==> src/rtl/inst_axi_bridge.sv <==
// Instruction-fetch SRAM-like to AXI4 read bridge: single beat, one outstanding read.
// Optional macro INST_BRIDGE_ALIGN_CHECK_EN answers misaligned fetches locally with a bus error.
module inst_axi_bridge #(
    parameter int unsigned       ID_W        = 4,
    parameter logic [ID_W-1:0]   AR_ID       = '0,
    parameter logic [31:0]       RESET_PC_HI = 32'hbfc0_0000
) (
    input  logic            clk,
    input  logic            rst_n,
    input  logic            inst_req,
    input  logic            inst_wr,
    input  logic [1:0]      inst_size,
    input  logic [31:0]     inst_addr,
    input  logic [31:0]     inst_wdata,
    output logic            inst_addr_ok,
    output logic            inst_data_ok,
    output logic [31:0]     inst_rdata,
    input  logic            inst_cancel,
    output logic            inst_bus_err,
    output logic [ID_W-1:0] arid,
    output logic [31:0]     araddr,
    output logic [7:0]      arlen,
    output logic [2:0]      arsize,
    output logic [1:0]      arburst,
    output logic [1:0]      arlock,
    output logic [3:0]      arcache,
    output logic [2:0]      arprot,
    output logic            arvalid,
    input  logic            arready,
    input  logic [ID_W-1:0] rid,
    input  logic [31:0]     rdata,
    input  logic [1:0]      rresp,
    input  logic            rlast,
    input  logic            rvalid,
    output logic            rready
);

    typedef enum logic [1:0] {IDLE, AR, R, RESP} state_e;

    state_e      state_q, state_d;
    logic [31:0] addr_q, addr_d;
    logic [1:0]  size_q, size_d;
    logic        drop_q, drop_d;
    logic [31:0] rdata_q, rdata_d;
    logic        err_q, err_d;

    // Write-side, ID and last-beat inputs carry no meaning for a single-beat read-only bridge.
    logic unused_inputs;
    assign unused_inputs = ^{inst_wr, inst_wdata, rid, rlast, rresp[0]};

    assign arid       = AR_ID;
    assign arlen      = '0;
    assign arburst    = 2'b01;
    assign arlock     = '0;
    assign arcache    = '0;
    assign arprot     = '0;
    assign inst_rdata = rdata_q;

    always_comb begin
        state_d      = state_q;
        addr_d       = addr_q;
        size_d       = size_q;
        drop_d       = drop_q;
        rdata_d      = rdata_q;
        err_d        = err_q;
        inst_addr_ok = 1'b0;
        inst_data_ok = 1'b0;
        inst_bus_err = 1'b0;
        arvalid      = 1'b0;
        araddr       = RESET_PC_HI;
        arsize       = {1'b0, size_q};
        rready       = 1'b0;
        unique case (state_q)
            IDLE: begin
                inst_addr_ok = inst_req;
                if (inst_req) begin
                    addr_d  = inst_addr;
                    size_d  = inst_size;
                    drop_d  = inst_cancel;
                    state_d = AR;
`ifdef INST_BRIDGE_ALIGN_CHECK_EN
                    if (inst_addr[1:0] != 2'b00) begin
                        rdata_d = '0;
                        err_d   = 1'b1;
                        state_d = inst_cancel ? IDLE : RESP;
                    end
`endif
                end
            end
            AR: begin
                arvalid = 1'b1;
                araddr  = addr_q;
                drop_d  = drop_q | inst_cancel;
                if (arready) state_d = R;
            end
            R: begin
                rready = 1'b1;
                drop_d = drop_q | inst_cancel;
                if (rvalid) begin
                    rdata_d = rdata;
                    err_d   = rresp[1];
                    // A cancel arriving with the beat itself still drops the response.
                    state_d = (drop_q | inst_cancel) ? IDLE : RESP;
                end
            end
            RESP: begin
                inst_data_ok = 1'b1;
                inst_bus_err = err_q;
                state_d      = IDLE;
            end
            default: state_d = IDLE;
        endcase
    end

    always_ff @(posedge clk or negedge rst_n) begin
        if (!rst_n) begin
            state_q <= IDLE;
            addr_q  <= '0;
            size_q  <= '0;
            drop_q  <= 1'b0;
            rdata_q <= '0;
            err_q   <= 1'b0;
        end else begin
            state_q <= state_d;
            addr_q  <= addr_d;
            size_q  <= size_d;
            drop_q  <= drop_d;
            rdata_q <= rdata_d;
            err_q   <= err_d;
        end
    end

endmodule
==> config.mk <==
export PLATFORM = sky130hd
export DESIGN_NAME = inst_axi_bridge
export DESIGN_NICKNAME = d
export VERILOG_FILES = /design/src/rtl/inst_axi_bridge.sv
export SDC_FILE = /design/constraint.sdc
export NUM_CORES = 1
export LEC_CHECK = 0
export BUFFER_PORTS_ARGS = -buffer_cell sky130_fd_sc_hd__buf_2
export CORE_MARGIN = 2
export CORE_UTILIZATION = 38
export CTS_CLUSTER_DIAMETER = 80
export DETAILED_ROUTE_END_ITERATION = 7
export GPL_TIMING_DRIVEN = 0
export PLACE_DENSITY = 0.84
export RECOVER_POWER = 100
export SKIP_LAST_GASP = 1
export SYNTH_ARGS = -nofsm -noshare
export SYNTH_HDL_FRONTEND = slang
export SYNTH_SLANG_ARGS = --single-unit
export TNS_END_PERCENT = 5
==> constraint.sdc <==
create_clock -name clk -period 1.6 [get_ports clk]
set_clock_uncertainty 0.2 [all_clocks]
set_input_delay 0.24 -clock clk [delete_from_list [all_inputs] [get_ports clk]]
set_output_delay 0.24 -clock clk [all_outputs]
set_load 0.01 [all_outputs]
# Word level (Yosys, flattened, before mapping)
# Cells that the tools add are included.
[classes]
mux = 13
reduce_logical = 7
bitwise = 1
eq_ne = 6
[ops]
columns = ["op", "n"]
rows = [
  ["two-way mux 32 bit", 1],
  ["two-way mux 2 bit", 4],
  ["one-hot mux 2 bit (4 select lines)", 1],
  ["two-way mux 1 bit", 6],
  ["!= test 2 bit, second input constant", 3],
  ["AND reduction 2 bit", 3],
  ["equality test 2 bit, second input constant", 2],
  ["AND reduction 3 bit", 1],
  ["equality test 2 x 1 -> 1 bit, second input constant", 1],
  ["logical NOT 2 bit", 1],
  ["one-hot mux 1 bit (2 select lines)", 1],
  ["nonzero test 2 bit", 1],
  ["OR reduction 2 bit", 1],
  ["OR 1 bit", 1],
]
[word_totals]
in_bits = 112
out_inout_bits = 95
regBits = 70
wordCells = 33

# Longest topological paths before layout
# Gate-level depths: netlist (run 1).
[logic_depth]
ltp_word = 4
mapped_depth = 5
mapped_depth_nobuf = 5

# Worst setup path after synthesis (run 1)
# No wires, ideal clock.
[synth_timing]
kind = "reg2reg"
from = "reg state_q[0]"
to = "reg rdata_q[10] (netlist: inst_rdata[10])"
path_slack_ns = -0.090
stages_incl_launch_ff = 6
required_ns = 1.275
path_buffers = 1
setup_ns = 0.125
synth_period_minus_slack_ns = 1.690
t_arrival_ns = 1.366
path_cell_list = "dfrtp_1 -> inv_1 -> ha_1 -> nand2_1 -> buf_4 -> mux2_2"
[synth_via]
elab_chain_cells = 2
[synth_lines]
columns = ["element", "line", "text"]
rows = [
  ["start, declared", "40", "state_e state_q, state_d;"],
  ["start signal, assigned", "124", "state_q <= state_d;"],
  ["equality test 2 bit", "73", "unique case (state_q)"],
  ["AND reduction 2 bit (no source line)", "--", ""],
  ["end signal, assigned", "128", "rdata_q <= rdata_d;"],
  ["end, declared", "44", "logic [31:0] rdata_q, rdata_d;"],
]
# No other way between the ends.
# A chain may end at the register's enable or synchronous reset.

# Worst setup path after layout (run 1)
[layout_timing]
from = "reg state_q[1]"
to = "out araddr[1]"
[layout_via]
elab_chain_cells = 2
[layout_lines]
columns = ["element", "line", "text"]
rows = [
  ["equality test 2 x 1 -> 1 bit", "73", ""],
  ["two-way mux 32 bit", "73", ""],
  ["end, declared", "21", "output logic [31:0] araddr,"],
]
# No other way between the ends.

==> results of run 1 <==
-- worst min-delay path by stage --
stage | startpoint | end | slack, ns
floorplan | rst_n | addr_q[0] | -0.26
global placement | inst_addr[21] | addr_q[21] | 0.25
detailed placement | rst_n | addr_q[4] | 0.22
CTS | inst_req | addr_q[12] | 0.13
global route | inst_req | addr_q[14] | 0.12
finish | inst_req | addr_q[13] | 0.14
-- metal layers --
metal  wire (um)  up-vias  share of wire, %
met3         678        4               8.6
met1        3130     1198                39
met2        4080      115                51
li1            -     1225                 -
met5           0        -                 0
met4          35        0              0.44
-- kinds of logic (layout without fill, tap and decap cells) --
kind of cell / count (synthesis) / after routing
flip-flops: 70 / 70
buffers and inverters: 36 / 271
other: 2 / 24
adder cells (fa/ha/maj): 7 / 7
AO/OA/AOI/OAI: 4 / 4
AND/OR/NAND/NOR: 43 / 43
multiplexers: 68 / 68
-- per-stage QoR --
stage	hold slack [ns]	utilization [%]	total power, W	cell area (um2)
floorplan	-0.256	-	0.00521	3260
global placement	0.254	50.5	0.00633	4110
detailed placement	0.218	50.6	0.00649	4110
CTS	0.127	62.9	0.00822	5110
global route	0.121	62.3	0.00868	5070
finish	0.145	62.3	0.00808	5070
-- placed cells by master (no fill, tap or decap), types with 7 or more instances in the layout --
cell | netlist | layout
buf_2 | 0 | 107
dlygate4sd3_1 | 0 | 69
dfrtp_1 | 70 | 68
mux2_2 | 38 | 38
clkbuf_1 | 3 | 35
buf_4 | 27 | 31
mux2_1 | 29 | 29
conb_1 | 2 | 24
and2_1 | 24 | 23
clkbuf_8 | 0 | 10
nand2b_1 | 9 | 9
buf_6 | 3 | 7
-- cells in the mapped netlist (3+ instances only) --
| cell type | count |
|---|---|
| clkbuf_1 | 3 |
| mux2_1 | 29 |
| nand2b_1 | 9 |
| and2_1 | 24 |
| mux2_2 | 38 |
| buf_4 | 27 |
| nor2b_1 | 3 |
| dfrtp_1 | 70 |
| inv_1 | 3 |
| ha_1 | 7 |
| buf_6 | 3 |
-- area by class of cell --
type / instances / area (um2) / area share (%)
plain buffers: 33 / 293 / 5.77
clock buffers: 10 / 128 / 2.52
clock inverters: 6 / 38.8 / 0.765
inverters: 3 / 16.3 / 0.321
multi-input cells: 146 / 1280 / 25.2
flip-flops and latches: 70 / 1750 / 34.6
well taps: 105 / 131 / 2.59
repair buffers: 219 / 1430 / 28.2
-- worst min-delay path: stages --
cell     delay, ns
buf_2         0.13
nand2_8       0.11
mux2_2        0.15
-- flip-flops by register name, summed over array words and instances, names as in the netlist --
name,cells
inst_rdata,32
size_q,2
addr_q,32
state_q,2
err_q,1
drop_q,1
-- power groups by stage --
stage	sequential [W]	combinational, W	clock, W
after floorplan	0.00328	0.00193	0
after global placement	0.00307	0.00325	0
after detailed placement	0.00314	0.00335	0
after CTS	0.00312	0.00383	0.00127
after global routing	0.00325	0.00409	0.00134
final	0.00314	0.00373	0.00122
-- timing repair --
action,in CTS,in global routing
endpoints found under the setup margin,107,98
hold buffers,69,0
buffers inserted,6,0
gates resized for setup,22,3
pin swaps,2,0
endpoints found under the hold margin,138,0
gates cloned,1,0
==> metrics.md, run 1 <==
| Metric | Value |
|---|---|
| Pint | 0.00525 W |
| Initial Util | 38.8% |
| Maximum vdd drop | 0.914 mV |
| CP top delay family | flip-flops |
| CP bufs+invs | 3 |
| FF-to-FF Start | state_q[0] |
| Largest family of logic cells by synthesized area | multiplexers |
| GRT Max-Usage Layer | met2 |
| Combinational power share | 46.1% |
| Clk_lat worst skew | 0.33 ns |
| Seq/Total Area, Yosys | 55.4% |
| Reg-to-reg critical path endpoint | inst_rdata[4] |
| R2R depth | 6 |
| 1st-pass router iterations | 4 |
| Die H | 95.2 um |
| Slew @ Worst Pin | 0.856 ns |
| Worst path max stage delay | 0.43 ns |
| Sequential fraction of design power | 38.8% |
| Hold Path Class | input pin to register |
| Crit Path Max Fanout | 10 |
| Max-slew violations | 0 |
| YS warnings | 0 |
| Clock power frac | 15.1% |
| Port bufs | 143 |
| Synthesized netlist cell count | 230 |
| 1st-iter DRT viols | 49 |
| Total CTS buffers | 9 |
| XOR/XNOR Fraction of Synth Area | 0% |
| Worst setup path start | state_q[1] |
| Max Clk Rate | 0.527 GHz |
| Startpoint Class | register |
| Static leakage power | 2.47 nW |
| Hold Path Stages | 3 |
| Fin crit period | 1.90 ns |
| Main flop type after synthesis | dfrtp_1 |
| Outcome | finished with violations |
| Switching power | 0.00283 W |
| CP endpoint | araddr[1] |
| Layout cell share with drive strength beyond 1 | 43.5% |
| Fill cells | 614 |
| #FFs+latches synth | 70 |
| Met2 Use GR | 31.6% |
| M3 GR Usage | 5.85% |
| Std-Cell Rows | 33 |
| Vias per inst | 4.29 |
| Vias post-DR | 2542 |
| Top-area cell type share of the netlist area | 55.4% |
| CP cell instances | inv_4 > ha_4 > buf_8 > and2_1 > buf_2 |
| Placed insts | 500 |
| Sink Count | 70 |
| Switching share of power | 35.0% |
| Min setup slack post-route | -0.298 ns |
| Initial antenna violation count | 0 |
| Routed wire length | 7920 um |
| Vias in the first global route | 2635 |
| Detailed placement HPWL | 4950 um |
| Final Hold Vio Count | 0 |
| Slowest CP cell | dfrtp_2 |
| Multiplexer share of the synthesized area | 24.2% |
| N_diodes | 0 |
| Area contributors post-synth | dfrtp_1, mux2_2, mux2_1 |
| Final Setup Violations | 73 |
| Largest net degree at the start of global routing | 71 |
| First-pass GRT wire length | 12100 um |
| RSZ-0062 raised after global routing | true |
| CTS tree | done |
| Die Footprint | 9060 um2 |
| Core area | 8130 um2 |
| Max cap viols | 0 |
| IO Count | 207 |
| Htree depth | 3 |
| Worst-case clock buffer depth | 2 |
| Period utilization | 119% |
| Synth area leader | dfrtp_1 |
| Async set or reset register ratio after synthesis | 100% |
| Tot GR Track Use | 17.3% |
| M1 GR Usage | 19.6% |
| Distinct cells, synth | 22 |
| Pwr/cell area | 1590 nW/um2 |
| Final nets | 601 |
| Mean area per synthesized cell | 13.7 um2 |
| Pre-CTS setup slack | -0.445 ns |
| Total grt overflow | 0 |
| Residual DRC count | 0 |
| Crit path kind | register to output pin |
| Clk slew on worst S/H paths | 0.08 ns |
| Synth Area in Compound Gates | 0.990% |
| Synth Area in Simple Gates | 8.16% |
| Die Wd | 95.2 um |
| Req. time, crit path | 1.16 ns |
| Root buffer cell | clkbuf_8 |
| Adder-Cell Fraction of Synth Area | 2.77% |
| Post-route ant nets | 0 |
| CP arrival | 1.46 ns |
| R2r setup slk | -0.25 ns |
| TNS Setup | -17.14 ns |
| EDFF count, synth | 0 |
| Final Wtd Congestion | 0.659 |
| Number of cells on the critical path | 5 |
| Area grow syn2layout | 60.5% |
| Crit end category | output pin |
| Final cell count without fillers | 592 |
| Post-Syn Area | 3160 um2 |
| Post-DR wirelength/cell | 13.4 um |
| Failing checks | setup timing |
| Relative slew margins | 43.0% |
No activity file was read; power rests on OpenSTA's default activity.
==> run 2: changes to the inputs <==
Settings changed: CORE_UTILIZATION 38 to 39, CTS_BUF_LIST set to sky130_fd_sc_hd__clkbuf_8, PLACE_DENSITY 0.84 to 0.86.
==> run 2 against run 1 <==
  * The flow still finishes with violations (setup timing)
  * Critical path depth unchanged
  * Sequential cell count unchanged
  * Clock-buffer cell count up 1
  * Worst hold slack worse by 0.0064 ns
  * Wire length up 7.2%
  * Global-route usage up 2.6 points
  * Sequential power about the same
  * Register-to-register slack about the same
  * First-iteration DRC count up 16%
  * Combinational power up 2%
  * Cell count down 0.34%
  * Non-clock buffer count up 1
  * Largest cell class unchanged
==> metrics.md, run 2 (synthesis gave the netlist of run 1 again) <==
| Metric | Value |
|---|---|
| Hold Path Class | input pin to register |
| Die Footprint | 8840 um2 (-2.5%) |
| R2r setup slk | -0.26 ns (about the same) |
| Design Area, Final | 5170 um2 (+2.0%) |
| Tot GR Track Use | 19.9% (+2.6 points) |
| Crit end category | output pin |
| Die Wd | 94.0 um (-1.2%) |
| Area post-placement | 4110 um2 (about the same) |
| Post-route ant nets | 0 (unchanged) |
| Std-Cell Rows | 32 (-3.0%) |
| Initial Util | 40.5% (+1.6 points) |
| Worst path max stage delay | 0.43 ns (about the same) |
| Detailed placement HPWL | 5040 um (+1.7%) |
| N_diodes | 0 (unchanged) |
| Clk slew on worst S/H paths | 0.07 ns (about the same) |
| Final Wtd Congestion | 0.670 (+1.6%) |
| CP cell instances | inv_4 > ha_4 > clkbuf_8 > and2_4 > buf_2 |
| TNS Setup | -18.00 ns (-0.855 ns) |
| Relative slew margins | 43.0% (about the same) |
| Post-DR wirelength/cell | 14.4 um (+7.6%) |
| Worst Hold End | addr_q[15] |
| Sink Count | 70 (unchanged) |
| Outcome | finished with violations |
| Crit Path Max Fanout | 6 (-4) |
| Pwr/cell area | 1690 nW/um2 (+5.9%) |
| Routed wire length | 8490 um (+7.2%) |
| Worst hold slack | 0.138 ns (-0.00640 ns) |
| CP arrival | 1.48 ns (+0.02 ns) |
| R2R depth | 6 (unchanged) |
| Req. time, crit path | 1.16 ns (about the same) |
| CTS tree | done |
| Slowest CP cell | dfrtp_2 |
| Hold wc startpoint | inst_req |
| Port bufs | 143 (unchanged) |
| Max-slew violations | 0 (unchanged) |
| First-pass GRT wire length | 13500 um (+11%) |
| Crit path kind | register to output pin |
| Clk_lat worst skew | 0.33 ns (about the same) |
| Residual DRC count | 0 (unchanged) |
| Total grt overflow | 0 (unchanged) |
| Vias in the first global route | 2731 (+3.6%) |
| Htree depth | 3 (unchanged) |
| Final nets | 602 (+0.17%) |
| Fin crit period | 1.92 ns (+0.0180 ns) |
| Total CTS buffers | 9 (unchanged) |
| 1st-iter DRT viols | 57 (+16%) |
| Period utilization | 120% (+1.1 points) |
| Vias post-DR | 2580 (+1.5%) |
| Max cap viols | 0 (unchanged) |
| Reg-to-reg critical path endpoint | inst_rdata[7] |
| Slew @ Worst Pin | 0.855 ns (-0.000582 ns) |
| Layout cell share with drive strength beyond 1 | 44.1% (+0.53 points) |
| Static leakage power | 2.53 nW (+2.6%) |
| Min setup slack post-route | -0.316 ns (-0.0180 ns) |
| Area grow syn2layout | 63.8% |
| Commonest non-fill, non-tap cell in the layout | buf_2 |
| Max Clk Rate | 0.522 GHz (-0.94%) |
| Fill cells | 574 (-6.5%) |
| Core area | 7810 um2 (-4.0%) |
| Die H | 94.0 um (-1.2%) |
| Worst-case clock buffer depth | 2 (unchanged) |
| Final Hold Vio Count | 0 (unchanged) |
| Maximum vdd drop | 1.04 mV (+13%) |
| Initial antenna violation count | 0 (unchanged) |
| Hold Path Stages | 3 (unchanged) |
| Final Setup Violations | 73 (unchanged) |
| FF-to-FF Start | state_q[0] |
| Most frequent cells in the layout | buf_2, dlygate4sd3_1, dfrtp_1 |
| Startpoint Class | register |
| Failing checks | setup timing |
| RSZ-0062 raised after global routing | true |
| Largest net degree at the start of global routing | 71 (unchanged) |
| 1st-pass router iterations | 4 (unchanged) |
| IO Count | 207 (unchanged) |
| Root buffer cell | clkbuf_8 |
| Vias per inst | 4.37 (+1.8%) |
-- run 2: metrics by stage --
stage | worst slack, ns | total power (W) | cells | utilization (%)
after global routing | -0.392 | 0.00933 | 590 | 66.3
after detailed placement | -0.395 | 0.00650 | 497 | 52.6
after CTS | -0.311 | 0.00878 | 588 | 66.6
final | -0.316 | 0.00873 | 590 | 66.3
after global placement | -0.369 | 0.00633 | 497 | 52.6
after floorplan | -0.0315 | 0.00521 | 252 | -
-- run 2: per-layer routing --
metal	share of wire (%)	routed length (um)	track usage [%]	vias to the layer above
met5	0	0	0	-
met4	1.6	140	7.37	0
met3	7.2	614	4.98	13
met2	53	4470	37.5	120
met1	38	3270	21.3	1224
li1	-	-	-	1223
-- run 2: area by class of cell --
type / instances / area [um2] / share of cell area [%]
tap: 102 / 128 / 2.47
multi-input combinational: 146 / 1280 / 24.8
timing repair buffer: 220 / 1450 / 28.1
inverter: 3 / 16.3 / 0.314
clock inverter: 5 / 97.6 / 1.89
sequential: 70 / 1750 / 33.9
buffer: 33 / 290 / 5.61
clock buffer: 11 / 151 / 2.93
-- run 2: worst max-delay path by stage --
stage               startpoint          to  slack [ns]  depth (start not counted)
floorplan           state_q[1]      drop_q       -0.03                          5
global placement    state_q[1]  araddr[13]       -0.37                          5
detailed placement  state_q[1]  araddr[13]       -0.39                          5
global route        state_q[1]  araddr[13]       -0.39                          5
CTS                 state_q[1]  araddr[14]       -0.31                          5
finish              state_q[1]  araddr[13]       -0.32                          5
-- run 2: report_power, final --
group | total, W | switching [W] | internal [W] | leakage [nW]
Sequential | 0.00316 | 0.000475 | 0.00269 | 0.824
Combinational | 0.00381 | 0.00176 | 0.00205 | 1.57
Clock | 0.00176 | 0.000650 | 0.00111 | 0.132
-- run 2: critical path: cells and delay by family, from the launching register on --
family,cells,cell delay [ns]
adders and majority gates,1,0.19
buffers and inverters,3,0.39
DFF,1,0.43
and+or+nand+nor,1,0.13
-- run 2: what timing repair did --
| item | 4_1_cts | 5_1_grt |
|---|---|---|
| gates resized for setup | 27 | 2 |
| hold buffers | 69 | 0 |
| buffers inserted | 5 | 2 |
| endpoints found under the hold margin | 138 | 0 |
| endpoints found under the setup margin | 102 | 102 |
| cloned | 1 | 0 |
| pin swaps | 4 | 0 |
==> run 3: changes to the inputs <==
Settings changed: CORE_UTILIZATION 39 to 38, CTS_BUF_LIST sky130_fd_sc_hd__clkbuf_8 to sky130_fd_sc_hd__clkbuf_16, PLACE_DENSITY 0.86 to 0.84.
==> run 3 against run 2 <==
  * The flow still finishes with violations (setup timing)
  * Wire length fell by 5.2%
  * Sequential share of layout area is 0.19 points lower
  * Non-clock buffer count rose by 4
  * First-iteration DRC count shrank 21%
  * Global-route usage fell by 2.5 points
  * Register-to-register slack about the same
==> metrics.md, run 3 (synthesis gave the netlist of run 1 again) <==
| Metric | Value |
|---|---|
| Largest net degree at the start of global routing | 71 (unchanged) |
| Fin crit period | 1.87 ns (-0.0479 ns) |
| Routed wire length | 8050 um (-5.2%) |
| FF+latch area | 1750 um2 (unchanged) |
| Vias post-DR | 2580 (unchanged) |
| CP top delay family | flip-flops |
| Post-DR wirelength/cell | 13.5 um (-6.3%) |
| Core area | 8130 um2 (+4.2%) |
| CP cell instances | inv_4 > ha_4 > clkbuf_8 > and2_1 > buf_2 |
| CP endpoint | araddr[15] |
| N_diodes | 0 (unchanged) |
| Final nets | 606 (+0.66%) |
| R2r setup slk | -0.26 ns (about the same) |
| Tot GR Track Use | 17.4% (-2.5 points) |
| Fill cells | 608 (+5.9%) |
| Sink Count | 70 (unchanged) |
| Total CTS buffers | 9 (unchanged) |
| Slew @ Worst Pin | 0.879 ns (+0.0242 ns) |
| Layout cell share with drive strength beyond 1 | 44.3% (+0.25 points) |
| Static leakage power | 2.53 nW (+0.13%) |
| Number of cells on the critical path | 5 (unchanged) |
| Commonest non-fill, non-tap cell in the layout | buf_2 |
| Root buffer cell | clkbuf_16 |
| Crit path kind | register to output pin |
| Worst-case clock buffer depth | 2 (unchanged) |
| Clock power frac | 20.2% (about the same) |
| TNS Setup | -19.99 ns (-1.99 ns) |
| Worst path max stage delay | 0.42 ns (about the same) |
| Area grow syn2layout | 64.7% |
| Max Clk Rate | 0.535 GHz (+2.6%) |
| Max cap viols | 0 (unchanged) |
| 1st-iter DRT viols | 45 (-21%) |
| Failing checks | setup timing |
| Die Wd | 95.2 um (+1.2%) |
| Initial Util | 38.8% (-1.6 points) |
| Outcome | finished with violations |
| Htree depth | 3 (unchanged) |
| R2R depth | 6 (unchanged) |
| Sequential fraction of design power | 36.3% (about the same) |
| Final Setup Violations | 100 (+37%) |
| Switching share of power | 33.5% (+0.53 points) |
| Most frequent cells in the layout | buf_2, dlygate4sd3_1, dfrtp_1 |
| Final Wtd Congestion | 0.659 (-1.6%) |
| Vias per inst | 4.32 (-1.2%) |
| Initial antenna violation count | 0 (unchanged) |
| Std-Cell Rows | 33 (+3.1%) |
| First-pass GRT wire length | 12200 um (-9.4%) |
| Residual DRC count | 0 (unchanged) |
| Hold Path Stages | 3 (unchanged) |
| CP bufs+invs | 3 (unchanged) |
| Die H | 95.2 um (+1.2%) |
| Switching power | 0.00291 W (+1.0%) |
| Detailed placement HPWL | 4950 um (-1.7%) |
| IO Count | 207 (unchanged) |
| Vias in the first global route | 2638 (-3.4%) |
| Clk slew on worst S/H paths | 0.06 ns (about the same) |
| Max-slew violations | 0 (unchanged) |
| Design Area, Final | 5200 um2 (+0.56%) |
| Pint | 0.00577 W (-1.3%) |
| Pre-CTS setup slack | -0.445 ns (-0.0497 ns) |
| Slowest CP cell | dfrtp_2 |
| Maximum vdd drop | 0.935 mV (-9.7%) |
| Worst setup path start | state_q[1] |
| Hold wc startpoint | inst_req |
| Combinational power share | 43.5% (about the same) |
| Crit Path Max Fanout | 5 (-1) |
| Clk_lat worst skew | 0.32 ns (about the same) |
| Area post-placement | 4110 um2 (about the same) |
| CTS tree | done |
| Startpoint Class | register |
| Port bufs | 143 (unchanged) |
| Period utilization | 117% (-3.0 points) |
| FF-to-FF Start | state_q[0] |
| Total grt overflow | 0 (unchanged) |
| Final Hold Vio Count | 0 (unchanged) |
| Multi-input combinational cell area | 1260 um2 (-1.7%) |
| Hold Path Class | input pin to register |
| Die Footprint | 9060 um2 (+2.5%) |
| Relative slew margins | 41.4% (-1.6 points) |
| Min setup slack post-route | -0.268 ns (+0.0479 ns) |
| CP arrival | 1.43 ns (-0.05 ns) |
| Req. time, crit path | 1.16 ns (about the same) |
| Crit end category | output pin |
| Reg-to-reg critical path endpoint | inst_rdata[25] |
| Pwr/cell area | 1670 nW/um2 (-1.1%) |
| RSZ-0062 raised after global routing | true |
| 1st-pass router iterations | 4 (unchanged) |
| Post-route ant nets | 0 (unchanged) |
run 3: cell types whose count changed in the layout (fill, tap and decap cells not counted), moves of 4 or more:
cell / previous run / this run
and2_1: 19 / 23
and2_4: 5 / 1
buf_4: 33 / 37
clkbuf_16: 0 / 9
clkbuf_8: 13 / 1
run 3: worst register-to-register path, delay by kind of cell (launching register included):
family / cells / cell delay, ns
flip-flops: 1 / 0.43
buffers and inverters: 3 / 0.39
multiplexers: 1 / 0.35
adder cells (fa/ha/maj): 1 / 0.21
AND/OR/NAND/NOR: 1 / 0.17
run 3: cell type report:
| class | count | share of cell area, % |
|---|---|---|
| sequential | 70 | 33.7 |
| timing repair buffer | 224 | 28.4 |
| multi-input combinational | 146 | 24.3 |
| buffer | 33 | 5.56 |
| clock buffer | 9 | 4.33 |
| tap | 105 | 2.53 |
| clock inverter | 7 | 0.818 |
| inverter | 3 | 0.409 |
run 3: per-layer routing:
layer	global-route usage [%]	routed length, um	vias to the layer above
met5	0	0	-
met4	5.07	53	0
met3	4.43	627	6
met2	32.1	4210	112
met1	19.8	3160	1230
li1	-	-	1232
run 3: repair_timing:
item	4_1_cts	5_1_grt
cloned	1	0
hold buffers	69	0
pin swaps	2	2
setup endpoints to repair	107	98
hold endpoints to repair	138	0
setup buffers	6	5
gates resized for setup	22	7
run 3: worst min-delay path by stage:
stage | slack (ns) | endpoint
2_1_floorplan | -0.26 | addr_q[0]
3_3_place_gp | 0.25 | addr_q[21]
3_5_place_dp | 0.22 | addr_q[4]
4_1_cts | 0.15 | addr_q[14]
5_1_grt | 0.15 | addr_q[13]
6_report | 0.15 | addr_q[13]
run 3: power groups by stage:
stage                     Combinational (W)  Clock, W  Sequential (W)
final                               0.00378   0.00176         0.00315
after global routing                0.00413   0.00188         0.00326
after CTS                           0.00383   0.00181         0.00312
after detailed placement            0.00335         0         0.00314
after global placement              0.00325         0         0.00307
after floorplan                     0.00193         0         0.00328
run 3: metrics by stage:
stage | instances | util, % | hold slack (ns) | power [W]
after floorplan | 252 | - | -0.256 | 0.00521
after global placement | 500 | 50.5 | 0.254 | 0.00633
after detailed placement | 500 | 50.6 | 0.218 | 0.00649
after CTS | 592 | 64.1 | 0.151 | 0.00877
after global routing | 597 | 64.0 | 0.154 | 0.00927
final | 597 | 64.0 | 0.148 | 0.00868
